$ cat src/rtl/qspi_pkg.sv
// Shared constants, state encoding and helpers for the QSPI PSRAM target.
package qspi_pkg;

  localparam logic [7:0] CMD_ENTER_QUAD = 8'h35;
  localparam logic [7:0] CMD_QREAD      = 8'hEB;
  localparam logic [7:0] CMD_QWRITE     = 8'h38;

  localparam int ADDR_NIBBLES = 6;
  localparam int CNT_W        = 8;

  typedef enum logic [2:0] {
    ST_CMD,
    ST_ADDR,
    ST_DUMMY,
    ST_RD_DATA,
    ST_WR_DATA,
    ST_IGNORE
  } qspi_state_e;

  // Nibble i of a 16-bit word, nibble 0 being the most significant.
  function automatic logic [3:0] nib_sel(input logic [15:0] w, input logic [1:0] i);
    case (i)
      2'd0:    nib_sel = w[15:12];
      2'd1:    nib_sel = w[11:8];
      2'd2:    nib_sel = w[7:4];
      default: nib_sel = w[3:0];
    endcase
  endfunction

endpackage

$ cat src/rtl/qspi_pin_sync.sv
// 2-FF synchronisers for the QSPI pins plus SCK edge detection in the clk domain.
module qspi_pin_sync (
  input  logic       clk,
  input  logic       reset_n,
  input  logic       i_sck,
  input  logic       i_ncs,
  input  logic [3:0] i_data,
  output logic       o_sck_rise,
  output logic       o_sck_fall,
  output logic       o_ncs,
  output logic [3:0] o_data
);

  logic [1:0] r_sck_s;
  logic [1:0] r_ncs_s;
  logic [3:0] r_dat_s0, r_dat_s1;
  logic       r_sck_q;

  // Synchroniser chains; NCS idles high so it resets to deselected.
  always_ff @(posedge clk or negedge reset_n) begin
    if (!reset_n) begin
      r_sck_s  <= 2'b00;
      r_ncs_s  <= 2'b11;
      r_dat_s0 <= 4'h0;
      r_dat_s1 <= 4'h0;
      r_sck_q  <= 1'b0;
    end else begin
      r_sck_s  <= {r_sck_s[0], i_sck};
      r_ncs_s  <= {r_ncs_s[0], i_ncs};
      r_dat_s0 <= i_data;
      r_dat_s1 <= r_dat_s0;
      r_sck_q  <= r_sck_s[1];
    end
  end

  assign o_sck_rise = r_sck_s[1] & ~r_sck_q;
  assign o_sck_fall = ~r_sck_s[1] & r_sck_q;
  assign o_ncs      = r_ncs_s[1];
  assign o_data     = r_dat_s1;

endmodule

$ cat src/rtl/qspi_psram_target.sv
// Quad-mode PSRAM emulator: decodes 0x35/0xEB/0x38 and drives a word-memory port.
import qspi_pkg::*;

module qspi_psram_target #(
  parameter int ASZ   = 22,
  parameter int DSZ   = 16,
  parameter int DUMMY = 6
) (
  input  logic           clk,
  input  logic           reset_n,
  input  logic           qspi_sck,
  input  logic           qspi_ncs,
  input  logic [3:0]     qspi_data_in,
  output logic [3:0]     qspi_data_out,
  output logic           qspi_data_out_en,
  output logic           quad_mode,
  output logic [ASZ-1:0] mem_addr,
  output logic           mem_wr_en,
  output logic [DSZ-1:0] mem_wr_data,
  output logic           mem_rd_en,
  input  logic [DSZ-1:0] mem_rd_data
);

  localparam logic [CNT_W-1:0] LAST_ADDR = CNT_W'(ADDR_NIBBLES - 1);
  localparam logic [CNT_W-1:0] DUMMY_CNT = CNT_W'(DUMMY);

  logic       w_rise, w_fall, w_ncs;
  logic [3:0] w_io;

  qspi_pin_sync u_sync (
    .clk        (clk),
    .reset_n    (reset_n),
    .i_sck      (qspi_sck),
    .i_ncs      (qspi_ncs),
    .i_data     (qspi_data_in),
    .o_sck_rise (w_rise),
    .o_sck_fall (w_fall),
    .o_ncs      (w_ncs),
    .o_data     (w_io)
  );

  qspi_state_e      r_state, w_state_nxt;
  logic [CNT_W-1:0] r_cnt;
  logic [6:0]       r_shift;
  logic             r_quad, r_is_read, r_rd_cap;
  logic [ASZ-1:0]   r_addr;
  logic [DSZ-1:0]   r_wr_data, r_rd_word, r_out_word;
  logic             r_wr_en, r_rd_en, r_oe;
  logic [3:0]       r_dout;

  logic [7:0]     w_spi_byte, w_quad_byte;
  logic [1:0]     w_nib_idx, w_nib_nxt;
  logic [DSZ-1:0] w_src_word;

  assign w_spi_byte  = {r_shift, w_io[0]};
  assign w_quad_byte = {r_shift[3:0], w_io};
  assign w_nib_idx   = r_cnt[1:0];
  assign w_nib_nxt   = w_nib_idx + 2'd1;
  // Nibble 0 of each word comes from the freshly fetched/prefetched word.
  assign w_src_word  = (w_nib_idx == 2'd0) ? r_rd_word : r_out_word;

  // State register.
  always_ff @(posedge clk or negedge reset_n) begin
    if (!reset_n) r_state <= ST_CMD;
    else          r_state <= w_state_nxt;
  end

  // Next-state decode; deselect overrides any edge seen in the same clk.
  always_comb begin
    w_state_nxt = r_state;
    if (w_ncs) begin
      w_state_nxt = ST_CMD;
    end else begin
      case (r_state)
        ST_CMD: if (w_rise) begin
          if (!r_quad && r_cnt == CNT_W'(7))
            w_state_nxt = ST_IGNORE;
          else if (r_quad && r_cnt == CNT_W'(1))
            w_state_nxt = (w_quad_byte == CMD_QREAD || w_quad_byte == CMD_QWRITE) ? ST_ADDR : ST_IGNORE;
        end
        ST_ADDR:  if (w_rise && r_cnt == LAST_ADDR) w_state_nxt = r_is_read ? ST_DUMMY : ST_WR_DATA;
        ST_DUMMY: if (w_fall && r_cnt == DUMMY_CNT) w_state_nxt = ST_RD_DATA;
        default:  ;
      endcase
    end
  end

  // Shift registers, counters, memory strobes and pad outputs.
  always_ff @(posedge clk or negedge reset_n) begin
    if (!reset_n) begin
      r_cnt      <= '0;
      r_shift    <= '0;
      r_quad     <= 1'b0;
      r_is_read  <= 1'b0;
      r_rd_cap   <= 1'b0;
      r_addr     <= '0;
      r_wr_data  <= '0;
      r_rd_word  <= '0;
      r_out_word <= '0;
      r_wr_en    <= 1'b0;
      r_rd_en    <= 1'b0;
      r_oe       <= 1'b0;
      r_dout     <= 4'h0;
    end else begin
      r_wr_en  <= 1'b0;
      r_rd_en  <= 1'b0;
      // Read data lands one clk after the strobe; drop it if deselected meanwhile.
      r_rd_cap <= r_rd_en & ~w_ncs;
      if (r_rd_cap) r_rd_word <= mem_rd_data;
      // Post-increment after a committed write.
      if (r_wr_en) r_addr <= r_addr + 1'b1;
      if (w_ncs) begin
        r_cnt <= '0;
        r_oe  <= 1'b0;
      end else begin
        case (r_state)
          ST_CMD: if (w_rise) begin
            r_cnt <= r_cnt + 1'b1;
            if (!r_quad) begin
              r_shift <= {r_shift[5:0], w_io[0]};
              if (r_cnt == CNT_W'(7)) begin
                r_cnt <= '0;
                if (w_spi_byte == CMD_ENTER_QUAD) r_quad <= 1'b1;
              end
            end else begin
              r_shift <= {r_shift[2:0], w_io};
              if (r_cnt == CNT_W'(1)) begin
                r_cnt     <= '0;
                r_is_read <= (w_quad_byte == CMD_QREAD);
              end
            end
          end
          ST_ADDR: if (w_rise) begin
            // Shifting straight into the address leaves the low ASZ bits after 6 nibbles.
            r_addr <= {r_addr[ASZ-5:0], w_io};
            r_cnt  <= r_cnt + 1'b1;
            if (r_cnt == LAST_ADDR) begin
              r_cnt   <= '0;
              r_rd_en <= r_is_read;
            end
          end
          ST_DUMMY: begin
            if (w_rise && r_cnt != DUMMY_CNT) r_cnt <= r_cnt + 1'b1;
            if (w_fall && r_cnt == DUMMY_CNT) begin
              r_oe       <= 1'b1;
              r_dout     <= r_rd_word[15:12];
              r_out_word <= r_rd_word;
              r_cnt      <= CNT_W'(1);
            end
          end
          ST_RD_DATA: if (w_fall) begin
            r_dout <= nib_sel(w_src_word, w_nib_idx);
            r_cnt  <= CNT_W'(w_nib_nxt);
            if (w_nib_idx == 2'd0) r_out_word <= r_rd_word;
            // Prefetch the next word while nibbles 1..3 go out.
            if (w_nib_idx == 2'd1) begin
              r_addr  <= r_addr + 1'b1;
              r_rd_en <= 1'b1;
            end
          end
          ST_WR_DATA: if (w_rise) begin
            r_wr_data <= {r_wr_data[11:0], w_io};
            if (r_cnt == CNT_W'(3)) begin
              r_cnt   <= '0;
              r_wr_en <= 1'b1;
            end else begin
              r_cnt <= r_cnt + 1'b1;
            end
          end
          default: ;
        endcase
      end
    end
  end

  assign qspi_data_out    = r_dout;
  assign qspi_data_out_en = r_oe;
  assign quad_mode        = r_quad;
  assign mem_addr         = r_addr;
  assign mem_wr_en        = r_wr_en;
  assign mem_wr_data      = r_wr_data;
  assign mem_rd_en        = r_rd_en;

endmodule

$ cat config.mk
export PLATFORM = sky130hd
export DESIGN_NAME = qspi_psram_target
export DESIGN_NICKNAME = d
export VERILOG_FILES = /design/src/rtl/qspi_pkg.sv /design/src/rtl/qspi_pin_sync.sv /design/src/rtl/qspi_psram_target.sv
export SDC_FILE = /design/constraint.sdc
export NUM_CORES = 1
export LEC_CHECK = 0
export ABC_AREA = 1
export BUFFER_PORTS_ARGS = -buffer_cell sky130_fd_sc_hd__buf_2
export CELL_PAD_IN_SITES_DETAIL_PLACEMENT = 0
export CELL_PAD_IN_SITES_GLOBAL_PLACEMENT = 2
export CORE_ASPECT_RATIO = 0.9
export CORE_MARGIN = 3
export CORE_UTILIZATION = 33
export DETAILED_ROUTE_END_ITERATION = 10
export HOLD_SLACK_MARGIN = 0.05
export PLACE_DENSITY = 0.89
export SLEW_MARGIN = 5
export SYNTH_ARGS = -nofsm -noshare
export SYNTH_HDL_FRONTEND = slang
export SYNTH_SLANG_ARGS = --single-unit
$ cat constraint.sdc
create_clock -name clk -period 4.2 [get_ports clk]
set_input_delay 0.63 -clock clk [delete_from_list [all_inputs] [get_ports clk]]
set_output_delay 0.63 -clock clk [all_outputs]
set_load 0.02 [all_outputs]
After elaboration in Yosys (flattened, before gate mapping):

Cells that the tools add are included.

* flip-flop bits (word level): 111
* word-level logic and storage cells: 127

* add/subtract/negate cells: 3
* equality and inequality tests: 25
* multiplexer cells: 53
* bitwise operators: 6
* reductions and logical operators: 21

Operators by type and width (count)
* 22-bit two-way mux: 5
* 8-bit two-way mux: 12
* 16-bit two-way mux: 3
* 22-bit case mux with 2 select lines: 1
* 8-bit case mux with 5 select lines: 1
* 16-bit case mux with 2 select lines: 1
* 8-bit by 3-bit == test with 1-bit output, second input constant: 3
* 3-bit two-way mux: 8
* 22-bit by 1-bit adder with 22-bit output, second input constant: 1
* 3-bit by 2-bit inequality test with 1-bit output, second input constant: 6
* 8-bit by 6-bit == test with 1-bit output, second input constant: 2
* 1-bit two-way mux: 15
* 4-bit case mux with 3 select lines: 1
* 5-bit AND reduction: 2
* 3-bit case mux with 3 select lines: 1
* 8-bit by 1-bit adder with 8-bit output, second input constant: 1
* 8-bit by 1-bit == test with 1-bit output, second input constant: 1
* 8-bit by 2-bit == test with 1-bit output, second input constant: 1
* 8-bit == test, second input constant: 1
* 4-bit two-way mux: 2
* 4-bit by 3-bit inequality test with 1-bit output, second input constant: 2
* 8-bit by 3-bit inequality test with 1-bit output, second input constant: 1
* 4-bit case mux with 2 select lines: 1
* 7-bit two-way mux: 1
* other kinds (22): 35

Logic depth before layout (Yosys ltp):

* depth in word-level cells: 8
* depth in mapped cells: 13
* depth with buffers taken out: 12

By module:

A second synthesis with hierarchy kept.

* cells, all modules: 902
* area, all modules: 6457.4 sq um

By module, submodules not included
* qspi_psram_target: instances 1, cells an instance 885, area an instance 6114.6 sq um
* qspi_pin_sync: instances 1, cells an instance 17, area an instance 342.8 sq um

Worst setup path after synthesis:

No wires, ideal clock.

* path type: reg-to-reg
* start point: register r_addr[0], in the netlist mem_addr[0]
* end point: register r_addr[16], in the netlist mem_addr[16]
* library setup time: 0.118 ns
* arrival: 1.649 ns
* data required time: 4.082 ns
* slack: 2.434 ns
* stages on the path, launching flop included: 11
* path buffers: 0
* clock period less this slack: 1.766 ns
* cell sequence: dfrtp_1 ha_1 nand2_1 nor2_1 nand2_1 nor2_1 nand3_1 nand3_1 o21ai_0 a21oi_1 nor2_1

* longest elaborated chain between the ends: 6

RTL lines
* start: declaration: line qspi_psram_target.sv:46 `logic [ASZ-1:0] r_addr;`
* start signal: assignment: line qspi_psram_target.sv:111 `if (r_wr_en) r_addr <= r_addr + 1'b1;`
* start signal: assignment: line qspi_psram_target.sv:135 `r_addr <= {r_addr[ASZ-5:0], w_io};`
* start signal: assignment: line qspi_psram_target.sv:157 `r_addr <= r_addr + 1'b1;`
* 22-bit by 1-bit adder with 22-bit output *: line qspi_psram_target.sv:111, qspi_psram_target.sv:157
* 22-bit two-way mux: line qspi_psram_target.sv:111
* 22-bit two-way mux: line qspi_psram_target.sv:156 `if (w_nib_idx == 2'd1) begin`
* 22-bit two-way mux: line qspi_psram_target.sv:151 `ST_RD_DATA: if (w_fall) begin`
* 22-bit case mux with 2 select lines: line qspi_psram_target.sv:116 `case (r_state)`
* 22-bit two-way mux *: line qspi_psram_target.sv:112 `if (w_ncs) begin`

Mark *: on every way between the ends. The rest lies on a longest branch, timed or not.
A chain may end at the register's enable or synchronous reset.

Worst setup path after layout:

* start point: register u_sync.r_ncs_s[1]
* end point: register r_addr[5], in the netlist mem_addr[5]

* longest elaborated chain between the ends: 1

RTL lines
* start: declaration: line qspi_pin_sync.sv:15 `logic [1:0] r_ncs_s;`
* start signal: assignment: line qspi_pin_sync.sv:29 `r_ncs_s <= {r_ncs_s[0], i_ncs};`
* 22-bit two-way mux: line qspi_psram_target.sv:112

Every way passes these cells.

==> flow_summary.toml <==
[timing]
grt_setup_unrepaired = "no"
timing.final.ws_setup_ns = 1.513
fin_crit_sh_pct = 63.98
slew_violations = 0
worst_pin_slew_ns = 0.9589
final.min_clock_period_ns = 2.687
fin_setup_tns_ns = 0
hold_violations = 0
setup_viol = 0
fin_worst_skew_ns = 0.01804
slew-limit-headroom_pct = 36.08
timing.fmax_mhz = 372.1
holdWs_ns = 0.3494

[cts]
cts_made_buffers = 9
htreeDepth = 3
cts_setup_buffers = 0
cts_resized = 0
cts.clk_slew.worst_paths_ns = 0.08
ctsHoldBuffers = 0
clock_sink_count = 107
clockBufferDepth = 2
clockRootBuffer = "clkbuf_16"
worstSkewPairLatency_ns = 0.37
cts_tree = "built"

[min_path]
hold_path_class = "flip-flop to flip-flop"

[status]
status = "finished, final reports clean"

[yosys]
async_reset_ff_share_pct = 100.0
synth_area_um2 = 6489
synthDistinctLibCells = 37
ys_seq_elements = 107
synth_ff_type = "dfrtp_1"
synth-edff-count = 0
synthTopCellsByArea = "dfrtp_1, nand2_1, nand3_1"
yosysWarnings = 0
synthCells = 930
ys_seq_area_share_pct = 41.30
synth_nets = 960
yosysTopAreaCell = "dfrtp_1"
yosysTopAreaCellShare_pct = 40.49
syn_area_per_cell_um2 = 6.977

[setup_path]
cp_slowest_stage_delay_ns = 0.76
worst-setup-path-type = "flip-flop to flip-flop"
critPathBufInv = 5
crit_required_ns = 4.49
start_kind = "flip-flop"
critPathMostFrequentCell = "inv_1"
crit_fanout = 27
worst_ep_arrival_time_ns = 2.98
slowest_stage = "clkinv_1"
path_delay_family = "buffers and inverters"
endpoint_kind = "flip-flop"
cp_cell_sequence = "inv_1 > nand2_1 > buf_4 > clkinv_1 > o21ai_1 > inv_1 > nand2_1 > inv_1 > a21oi_1"

[cells_and_area]
postLayoutCellArea_um2 = 7318
areaGrowthSynthToFinish_pct = 12.78
num_antenna_cells = 0
layout-drive-gt1-share_pct = 12.35
nNetsFinal = 1005
fin_util_pct = 38.08

[global_route]
grt_max_degree = 70
grt_pass1_wl_mm = 30.37
grt_overflow = 0
antenna_found_initial = 0
grt_usage_pct = 17.34
grt_pass1_vias = 5735

[route]
vias_per_cell = 4.979
routed_wl_mm = 18.30
drt_pass1_iterations = 5
post_drt_wl_per_cell_um = 14.88
ant_nets = 0
drtIter0Drc = 352
drc = 0
route.vias.total = 6124

[power]
power_density_nw_per_um2 = 572.5
peakVddDrop_mv = 0.2339
leakage_nw = 3.558

[die]
core_um2 = 19220
num_rows = 48
initial_core_util_pct = 33.76
die_x_um = 153.8
die-area_um2 = 21380
dieHeight_um = 139.0
boundaryPins = 70

[placement]
portBuffers = 69
finalWeightedCongestion = 0.8495
place_ws_ns = 1.441
dp_hpwl_mm = 12.69
place_area_um2 = 6997

[job]
drv_cap = 0
layout by cell type (no fill, tap or decap), types with 7 or more instances in the layout:
master       n
nand2_1    277
dfrtp_1    105
inv_1       96
nand3_1     85
o21ai_0     78
nor2_1      71
buf_2       68
a21oi_1     39
o211ai_1    20
o21ai_1     20
nand4_1     19
nor3_1       9
inv_2        9
clkbuf_16    9
a31oi_1      8
nor2_4       7
xor2_1       7
metal layers:
layer / global-route usage, % / part of all wire [%] / wire, um
met1: 25.50 / 50 / 9151
met2: 26.63 / 44 / 8006
met3: 3.557 / 5.3 / 963
met4: 3.392 / 0.96 / 176
met5: 0 / 0 / 0
cells in the mapped netlist (all sizes together), types with 7 or more instances:
cell,count
nand2,283
dfrtp,105
inv,105
o21ai,98
nand3,85
nor2,80
a21oi,40
clkbuf,21
nand4,20
o211ai,20
buf,19
nor3,9
a31oi,8
xor2,7
state kept, by name (all words and copies together), names as in the netlist, 3 cells and up:
signal and flops:
r_rd_word 16, u_sync.r_dat_s0 4, r_state 3, r_cnt 8, mem_addr 22, r_shift 7, r_out_word 12, qspi_data_out 4
u_sync.o_data 4, mem_wr_data 16
report_power, final:
part           leakage, nW  switching (W)  internal (W)
registers             1.31       0.000317       0.00125
clock network        0.154       0.000432      0.000492
logic                 2.09        0.00116      0.000542
stage by stage:
step | std cells | total power [W]
after floorplan | 930 | 0.002731
after global placement | 1214 | 0.003282
after detailed placement | 1214 | 0.003277
after CTS | 1230 | 0.004220
after global routing | 1230 | 0.004546
final | 1230 | 0.004190
logic make-up after synthesis:
kind of cell / Yosys count / synth area share (%)
AO/OA/AOI/OAI: 176 / 14.96
XOR/XNOR: 8 / 1.080
adder cells (fa/ha/maj): 6 / 1.157
buffers and inverters: 148 / 9.179
flip-flops: 107 / 41.30
AND/OR/NAND/NOR: 485 / 32.32
final cells by class:
type	count	area (um2)
Clock buffer	10	239.0
Clock inverter	6	82.58
Fill cell	2068	11900
Inverter	108	405.4
Multi-Input combinational cell	675	3213
Sequential cell	107	2680
Tap cell	250	312.8
Timing Repair Buffer	74	385.4
path summary, 6_finish.rpt:
kind | start | endpoint | slack (ns) | cells after the start
max in group asynchronous | reset_n | u_sync.r_ncs_s[1]$_DFF_PN1_ | 2.90 | 2
worst max-delay path | u_sync.r_ncs_s[1]$_DFF_PN1_ | mem_addr[5]$_DFF_PN0_ | 1.51 | 9
worst max register to register | u_sync.r_ncs_s[1]$_DFF_PN1_ | mem_addr[5]$_DFF_PN0_ | 1.51 | 9
min in group asynchronous | reset_n | mem_addr[18]$_DFF_PN0_ | 0.40 | 1
worst min register to register | u_sync.r_dat_s0[2]$_DFF_PN0_ | u_sync.o_data[2]$_DFF_PN0_ | 0.35 | 0
worst min-delay path | u_sync.r_dat_s0[2]$_DFF_PN0_ | u_sync.o_data[2]$_DFF_PN0_ | 0.35 | 0
No activity file was read; power rests on OpenSTA's default activity.
